## config.mk

```make
export PLATFORM = sky130hd
export DESIGN_NAME = gene_stream_compress
export DESIGN_NICKNAME = d
export VERILOG_FILES = /design/src/rtl/gene_stream_compress.sv
export SDC_FILE = /design/constraint.sdc
export NUM_CORES = 1
export LEC_CHECK = 0
export BUFFER_PORTS_ARGS = -buffer_cell sky130_fd_sc_hd__buf_2
export CAP_MARGIN = 40
export CORE_MARGIN = 2
export CORE_UTILIZATION = 50
export DETAILED_ROUTE_END_ITERATION = 16
export GPL_ROUTABILITY_DRIVEN = 0
export PLACE_DENSITY = 0.74
export REMOVE_ABC_BUFFERS = 1
export SYNTH_ARGS = -nofsm -noshare
export SYNTH_HDL_FRONTEND = slang
export SYNTH_SLANG_ARGS = --single-unit
```

## constraint.sdc

```tcl
create_clock -name clk -period 4.7 [get_ports clk]
set_clock_uncertainty 0.1 [all_clocks]
set_input_delay 0.235 -clock clk [delete_from_list [all_inputs] [get_ports clk]]
set_output_delay 0.235 -clock clk [all_outputs]
set_load 0.05 [all_outputs]
```

## src/rtl/gene_stream_compress.sv

```systemverilog
// ASCII nucleotide stream packer: folds CHARS_PER_BEAT ASCII bases per beat
// into 2-bit codes, emits OUT_BASES-base words, and tracks line-length and
// invalid-character errors.
module gene_stream_compress #(
  parameter int CHARS_PER_BEAT = 4,
  parameter int OUT_BASES      = 16,
  parameter int LINE_LEN       = 100
) (
  input  logic                                   clk,
  input  logic                                   rst_n,
  input  logic                                   in_valid,
  output logic                                   in_ready,
  input  logic [8*CHARS_PER_BEAT-1:0]            in_data,
  input  logic                                   in_last,
  input  logic [$clog2(CHARS_PER_BEAT+1)-1:0]    in_nchars,
  input  logic                                   clr_err,
  output logic                                   out_valid,
  input  logic                                   out_ready,
  output logic [2*OUT_BASES-1:0]                 out_data,
  output logic [$clog2(OUT_BASES+1)-1:0]         out_count,
  output logic                                   out_last,
  output logic                                   err_invalid,
  output logic                                   err_len,
  output logic [15:0]                            invalid_cnt
);

  localparam int BW = 2 * CHARS_PER_BEAT;
  localparam int OW = 2 * OUT_BASES;
  localparam int CW = $clog2(OUT_BASES + 1);
  localparam int NW = $clog2(CHARS_PER_BEAT + 1);

  typedef enum logic {FILL, EMIT} state_t;

  state_t          state, state_next;
  logic [OW-1:0]   acc;
  logic [CW-1:0]   cnt;
  logic            last_r;
  logic [15:0]     line_cnt;

  logic [NW-1:0]   nvalid;
  logic [BW-1:0]   beat_bits;
  logic [NW-1:0]   beat_inv;
  logic [OW-1:0]   placed;
  logic [CW-1:0]   new_cnt;
  logic [15:0]     line_total;
  logic            accept;

  // 2-bit code of one ASCII base; anything outside ACGT/acgt packs as 00.
  function automatic logic [1:0] enc_base(input logic [7:0] ch);
    case (ch)
      8'h43, 8'h63: enc_base = 2'b01;
      8'h47, 8'h67: enc_base = 2'b10;
      8'h54, 8'h74: enc_base = 2'b11;
      default:      enc_base = 2'b00;
    endcase
  endfunction

  function automatic logic is_acgt(input logic [7:0] ch);
    case (ch)
      8'h41, 8'h61, 8'h43, 8'h63, 8'h47, 8'h67, 8'h54, 8'h74: is_acgt = 1'b1;
      default: is_acgt = 1'b0;
    endcase
  endfunction

  // Invalid-character count add that pins at 0xFFFF instead of wrapping.
  function automatic logic [15:0] sat_add(input logic [15:0] a, input logic [NW-1:0] b);
    logic [16:0] s;
    s = {1'b0, a} + {{(17-NW){1'b0}}, b};
    sat_add = s[16] ? 16'hFFFF : s[15:0];
  endfunction

  assign accept      = in_valid & in_ready;
  assign out_data    = acc;
  assign out_count   = cnt;
  assign out_last    = last_r;

  // Decode the incoming beat: valid base count, packed codes, invalid tally.
  always_comb begin
    nvalid    = NW'(CHARS_PER_BEAT);
    beat_bits = '0;
    beat_inv  = '0;
    if (in_last && in_nchars != '0 && in_nchars < NW'(CHARS_PER_BEAT))
      nvalid = in_nchars;
    for (int i = 0; i < CHARS_PER_BEAT; i++) begin
      if (NW'(i) < nvalid) begin
        beat_bits[BW-1-2*i -: 2] = enc_base(in_data[8*(CHARS_PER_BEAT-i)-1 -: 8]);
        if (!is_acgt(in_data[8*(CHARS_PER_BEAT-i)-1 -: 8]))
          beat_inv = beat_inv + NW'(1);
      end
    end
    placed     = (OW'(beat_bits) << (OW - BW)) >> {cnt, 1'b0};
    new_cnt    = cnt + CW'(nvalid);
    line_total = line_cnt + 16'(nvalid);
  end

  // State register.
  always_ff @(posedge clk or negedge rst_n) begin
    if (!rst_n) state <= FILL;
    else        state <= state_next;
  end

  // Next-state and handshake outputs.
  always_comb begin
    state_next = state;
    in_ready   = 1'b0;
    out_valid  = 1'b0;
    case (state)
      FILL: begin
        in_ready = 1'b1;
        if (in_valid && (in_last || new_cnt == CW'(OUT_BASES)))
          state_next = EMIT;
      end
      EMIT: begin
        out_valid = 1'b1;
        if (out_ready) state_next = FILL;
      end
      default: state_next = FILL;
    endcase
  end

  // Accumulator: append accepted beats, hold while emitting, clear on handoff.
  always_ff @(posedge clk or negedge rst_n) begin
    if (!rst_n) begin
      acc    <= '0;
      cnt    <= '0;
      last_r <= 1'b0;
    end else if (accept) begin
      acc    <= acc | placed;
      cnt    <= new_cnt;
      last_r <= in_last;
    end else if (state == EMIT && out_ready) begin
      acc    <= '0;
      cnt    <= '0;
      last_r <= 1'b0;
    end
  end

  // Line length tracking; restarts after every line-closing beat.
  always_ff @(posedge clk or negedge rst_n) begin
    if (!rst_n)
      line_cnt <= '0;
    else if (accept)
      line_cnt <= in_last ? 16'd0 : line_total;
  end

  // Sticky error flags and invalid counter; a clear overrides same-cycle events.
  always_ff @(posedge clk or negedge rst_n) begin
    if (!rst_n) begin
      err_invalid <= 1'b0;
      err_len     <= 1'b0;
      invalid_cnt <= '0;
    end else if (clr_err) begin
      err_invalid <= 1'b0;
      err_len     <= 1'b0;
      invalid_cnt <= '0;
    end else if (accept) begin
      if (beat_inv != '0) err_invalid <= 1'b1;
      if (in_last && line_total != 16'(LINE_LEN)) err_len <= 1'b1;
      invalid_cnt <= sat_add(invalid_cnt, beat_inv);
    end
  end

endmodule

```

==> results of run 1 <==
[metal layers]
layer  part of all wire, %  routed length (um)  track usage (%)
met1                    44                5350             31.4
met2                    49                5870             40.0
met3                   5.8                 700             4.97
met4                   1.3                 163             7.28
met5                     0                   0                0
[power by group]
group / switching (mW) / internal [mW] / leakage [nW] / total [mW]
registers: 0.168 / 0.731 / 0.990 / 0.899
clock network: 0.269 / 0.249 / 0.0885 / 0.518
logic: 0.638 / 0.284 / 1.47 / 0.922
total: 1.08 / 1.26 / 2.55 / 2.34
[worst max-delay path: stages]
cell and delay, ns:
buf_2 0.12, nor4bb_1 0.38, o21ai_0 0.15, ha_1 0.30, nor2_1 0.06, a31oi_4 0.22
ha_1 0.28, mux2_2 0.29, ha_1 0.31, nand2b_1 0.14, o21a_1 0.15, inv_1 0.06
fa_1 0.42, nor2b_1 0.24, o21bai_4 0.11, or3_4 0.48, o21ai_2 0.08, a21oi_1 0.07
a311oi_1 0.30
[sequential cells by signal (all words and copies together) (netlist names)]
register	flops
err_invalid	1
err_len	1
invalid_cnt	16
line_cnt	16
out_count	5
out_data	32
out_last	1
state	1
[synth_stat cells, types with 5 or more instances]
| cell | number | area, um2 |
|---|---|---|
| dfrtp_1 | 73 | 1830 |
| nand2_1 | 69 | 259 |
| nor2_1 | 44 | 165 |
| o21ai_0 | 27 | 135 |
| nor3_1 | 24 | 120 |
| a21oi_1 | 22 | 110 |
| mux2i_1 | 17 | 170 |
| clkbuf_1 | 15 | 56.3 |
| o21ai_1 | 15 | 75.1 |
| nand2b_1 | 14 | 87.6 |
| nand3_1 | 14 | 70.1 |
| ha_1 | 12 | 150 |
| nor2b_1 | 10 | 62.6 |
| a22o_1 | 9 | 78.8 |
| a21o_1 | 8 | 60.1 |
| inv_1 | 8 | 30.0 |
| nor3b_1 | 8 | 60.1 |
| a311oi_1 | 7 | 61.3 |
| nand3b_1 | 7 | 52.6 |
| xor2_1 | 7 | 61.3 |
| and3_1 | 6 | 37.5 |
| buf_1 | 6 | 22.5 |
| a221o_1 | 5 | 50.1 |
| o21a_1 | 5 | 37.5 |
| o221ai_1 | 5 | 43.8 |
[final cells by class]
cell class | count | area share, %
clock inverters | 7 | 1.40
well taps | 129 | 2.91
repair buffers | 102 | 9.96
clock buffers | 9 | 2.23
flip-flops and latches | 73 | 32.9
inverters | 9 | 0.609
multi-input cells | 426 | 50.0
[cells by family (layout without fill, tap and decap cells)]
kind of cell    Yosys count  after routing
xor+xnor                 11             11
mux                      21             21
flops                    73             73
buf+inv                  35            127
simple gates            232            232
compound gates          147            147
fa+ha+maj                15             15
[through the flow]
stage,TNS (ns),power (mW),cells
finish,0,2.34,755
global route,0,2.48,755
CTS,0,2.34,755
detailed placement,-0.111,1.83,738
global placement,0,1.79,737
floorplan,0,1.56,508
[what timing repair did]
| action | 4_1_cts | 5_1_grt |
|---|---|---|
| hold buffers | 1 | 0 |
| gates resized for setup | 0 | 1 |
| hold endpoints to repair | 28 | 0 |
| setup endpoints to repair | 0 | 1 |
[final timing paths]
path | end | slack, ns | cells past startpoint
setup / recovery | invalid_cnt[11]$_DFFE_PN0P_ | 0.44 | 19
setup reg to reg | invalid_cnt[11]$_DFFE_PN0P_ | 2.19 | 9
max in group asynchronous | out_count[3]$_DFFE_PN0P_ | 3.15 | 3
hold / removal | out_last$_DFFE_PN0P_ | 0.13 | 4
min in group asynchronous | line_cnt[7]$_DFFE_PN0P_ | 0.35 | 2
hold reg to reg | out_data[8]$_DFFE_PN0P_ | 0.38 | 2
==> impl_metrics.ini, run 1 <==
[worst_setup_path]
required_ns = 4.84
cp.arrival_ns = 4.40
worstSetupStartpoint = in_data[16]
critPathMaxFanout = 10
worstSetupEndpointType = flop
r2r_start = invalid_cnt[0]$_DFFE_PN0P_
path_class = in -> reg
crit_path_start_kind = primary input

[timing]
worst_slack_ns = 0.438
relSlewSlack_pct = 50.5
max_freq_ghz = 0.235
hold_slack_ns = 0.134
slew_viol_final = 0
finalHoldViolCount = 0
rsz0062_at_grt = false
worst_pin_slew_ns = 0.742
period_needed_ns = 4.26
setup_viol = 0
finalCritPeriodShare_pct = 90.7

[floorplanning]
rows = 35
dieArea_um2 = 10300
start_util_pct = 51.3
die_w_um = 101
fp.coreArea_um2 = 9240
die_y_um = 101
ios = 99

[cts]
cts_root_buffer = clkbuf_8
insertion_delay_ns = 0.36
clockBufferDepth = 2
cts_setup_buffers = 0
path_clk_slew_ns = 0.07
cts.sinks = 73
cts_tree = done
htree_num_levels = 3
cts_buffers = 9

[power_and_ir_drop]
power_leakage_nw = 2.55
vdd_ir_drop_max_mv = 0.206
power_density_nw_per_um2 = 421

[synth]
yosysSeqAreaShare_pct = 38.5
synth_mux_area_share_pct = 4.54
synth_xor_area_share_pct = 2.03
syn_area_um2 = 4740
synth.distinct_cells = 68
synthAdderAreaFrac_pct = 4.44
ys_async_sr_fraction_pct = 100
synth-edff-count = 0
synth_top_family_by_area = simple AND/OR/NAND/NOR gates
synth_simple_gate_area_share_pct = 26.0
synth_cells = 534
synth_ff_type = dfrtp_1
ys_seq_elements = 73
avgSynthCellArea_um2 = 8.88
synth_compound_area_share_pct = 21.4
ys_warn_count = 0

[grt]
grt_pass1_vias = 4057
antenna_found_initial = 0
overflow = 0
grt_start_max_net_pins = 48
track_usage_pct = 23.9
grt_pass1_wl_um = 19500

[cells_and_area]
multiInputGateArea_um2 = 2770
final_common_cell = buf_2
layout_common_cells = buf_2 (94), dfrtp_1 (73), nand2_1 (69), nor2_1 (44), o21ai_0 (27)
final-seq-area_um2 = 1830
fillers = 803
syn2layout_area_growth_pct = 17.1
postLayoutCoreUtil_pct = 60.1
diodes = 0
finalInstanceArea_um2 = 5550
final_layout_size_suffix_gt1_share_pct = 22.0
final_net_count = 677

[routing]
via_count = 4360
first_pass_iters = 4
via_per_inst = 5.77
totalWireLength_um = 12100
ant_nets = 0
drc = 0
drtIter0Drc = 208
avgRoutedWirePerCell_um = 16.0

[placed_design]
portBuffers = 94
dpl.hpwl_um = 8910
place_ws_ns = -0.0359
place_area_um2 = 5330

[min_path]
hold_path.class = in -> reg
min_from = out_ready

[status]
run_status = completed

[flow_run]
maxCapViolCount = 0
Power figures use the tool's default switching activity.
==> run 2: changes to the inputs <==
CORE_ASPECT_RATIO = 1.75   (was unset)
==> run 2 against run 1 <==
  * Maximum frequency shrank 3.7%
  * Wire length up 6.9%
  * Critical path depth stayed put
  * Flip-flop and latch count stayed put
  * Die area up 0.30%
  * Non-clock buffer count is 3 higher
  * Worst hold slack got worse by 0.0074 ns
  * Final area rose by 1.8%
  * Final cell count down 0.53%
  * Critical path type unchanged
  * Largest power group unchanged
==> impl_metrics.ini, run 2 (synthesized netlist as in run 1, its figures left out) <==
[status]
run_status = completed

[cells_and_area]
fillers = 798
syn2layout_area_growth_pct = 19.3
final_net_count = 680
final_common_cell = buf_2
final_layout_size_suffix_gt1_share_pct = 22.1
diodes = 0
layout_common_cells = buf_2 (94), dfrtp_1 (73), nand2_1 (69), nor2_1 (44), o21ai_0 (27)
largest_reg_flops = 32
finalInstanceArea_um2 = 5650

[power_and_ir_drop]
total_power_mw = 2.48
vdd_ir_drop_max_mv = 0.295
swShare_pct = 43.4
switchingPower_mw = 1.08
seqPwrFrac_pct = 36.5
power_leakage_nw = 2.62
pwr-share-comb_pct = 37.4
power_density_nw_per_um2 = 439
p_clk_share_pct = 26.2
p_int_mw = 1.40

[worst_setup_path]
path_cells = buf_2 > nor4bb_1 > o21ai_0 > ha_1 > nor2_1 > a31oi_4 > ha_1 > mux2_2 > ha_1 > nand2b_1 > o21a_1 > inv_1 > fa_1 > nor2b_1 > o21bai_4 > or3_1 > a21oi_2 > nor2_1 > a211oi_1
required_ns = 4.83
worstSetupEndpointType = flop
path_class = in -> reg
crit_family = simple AND/OR/NAND/NOR gates
critPathMaxFanout = 10
slowest_delay_ns = 0.58
cp.arrival_ns = 4.56
crit_top_cell = ha_1
crit_buf_inv = 2
crit_path_start_kind = primary input
slowest_stage = or3_1
reg2reg_setup_slack_ns = 2.05

[timing]
worst_pin_slew_ns = 0.765
slew_viol_final = 0
finalCritPeriodShare_pct = 94.1
finalHoldViolCount = 0
setup_viol = 0
relSlewSlack_pct = 49.0
max_freq_ghz = 0.226
period_needed_ns = 4.42
rsz0062_at_grt = false
hold_slack_ns = 0.126

[routing]
ant_nets = 0
totalWireLength_um = 12900
drtIter0Drc = 180
via_per_inst = 5.92
via_count = 4446
avgRoutedWirePerCell_um = 17.2
first_pass_iters = 5
drc = 0

[cts]
postCtsResizedCells = 0
path_clk_slew_ns = 0.06
cts_buffers = 9
cts_tree = done
htree_num_levels = 3
insertion_delay_ns = 0.33
cts_root_buffer = clkbuf_16
clockBufferDepth = 2
cts.sinks = 73

[grt]
met1_usage_pct = 28.6
met2_usage_pct = 46.2
grt_start_max_net_pins = 44
track_usage_pct = 25.8
busiest_layer = met2
overflow = 0
use_met3_pct = 4.84
antenna_found_initial = 1
grt_pass1_vias = 4466
grt_pass1_wl_um = 21200

[floorplanning]
ios = 99
dieArea_um2 = 10300
die_w_um = 77.6
rows = 47
die_y_um = 133
start_util_pct = 50.7
fp.coreArea_um2 = 9350

[placed_design]
portBuffers = 94
dpl.hpwl_um = 9680
place_area_um2 = 5360

[min_path]
hold_path.class = in -> reg

[flow_run]
maxCapViolCount = 0
[run 2: cell types whose count changed in the layout (fill, tap and decap cells not counted)]
cell / delta
buf_4: +2
or3_1: +1
clkinvlp_4: -3
clkbuf_8: -7
inv_6: -1
clkbuf_16: +9
clkinv_2: +2
clkbuf_1: +1
buf_12: +1
or3_4: -1
bufinv_16: -1
[run 2: power groups by stage]
stage | registers, mW | clock network, mW | logic, mW
after floorplan | 1.15 | 0 | 0.406
after detailed placement | 0.915 | 0 | 0.925
after global routing | 0.926 | 0.685 | 1.01
final | 0.904 | 0.649 | 0.926
after global placement | 0.910 | 0 | 0.893
after CTS | 0.903 | 0.660 | 0.930
[run 2: metal layers]
metal	routed length [um]	vias to the layer above
met4	425	0
met3	634	33
met2	6830	124
met5	0	-
met1	5030	2142
li1	-	2147
[run 2: worst paths after layout]
check	start	endpoint	cells past startpoint
min in group asynchronous	rst_n	line_cnt[11]$_DFFE_PN0P_	3
min	out_ready	out_last$_DFFE_PN0P_	4
max in group asynchronous	rst_n	out_data[2]$_DFFE_PN0P_	3
max	in_data[16]	invalid_cnt[3]$_DFFE_PN0P_	19
min reg2reg	out_data[8]$_DFFE_PN0P_	out_data[8]$_DFFE_PN0P_	2
max reg2reg	invalid_cnt[0]$_DFFE_PN0P_	invalid_cnt[3]$_DFFE_PN0P_	9
[run 2: final cells by class]
type                            instances  area (um2)  area share, %
Multi-Input combinational cell        426        2770           49.0
Sequential cell                        73        1830           32.3
Timing Repair Buffer                  105         588           10.4
Clock buffer                           12         256           4.54
Tap cell                              122         153           2.70
Inverter                                9        33.8          0.598
Clock inverter                          4        26.3          0.465
[run 2: repair_timing]
| action | CTS | global route |
|---|---|---|
| buffers inserted | 0 | 0 |
| hold buffers | 1 | 0 |
| endpoints found under the hold margin | 73 | 0 |
[run 2: per-stage QoR]
step,setup TNS (ns),utilization [%],setup slack [ns],instances
after floorplan,0,-,0.436,508
after global placement,0,56.8,0.123,732
after detailed placement,-0.0384,57.3,-0.0298,734
after CTS,0,60.5,0.321,751
after global routing,0,60.5,0.00619,751
final,0,60.5,0.276,751
[run 2: worst min-delay path, delay by kind of cell]
kind	cells	cell delay, ns
AND/OR/NAND/NOR	2	0.10
buffers and inverters	1	0.11
AO/OA/AOI/OAI	1	0.07
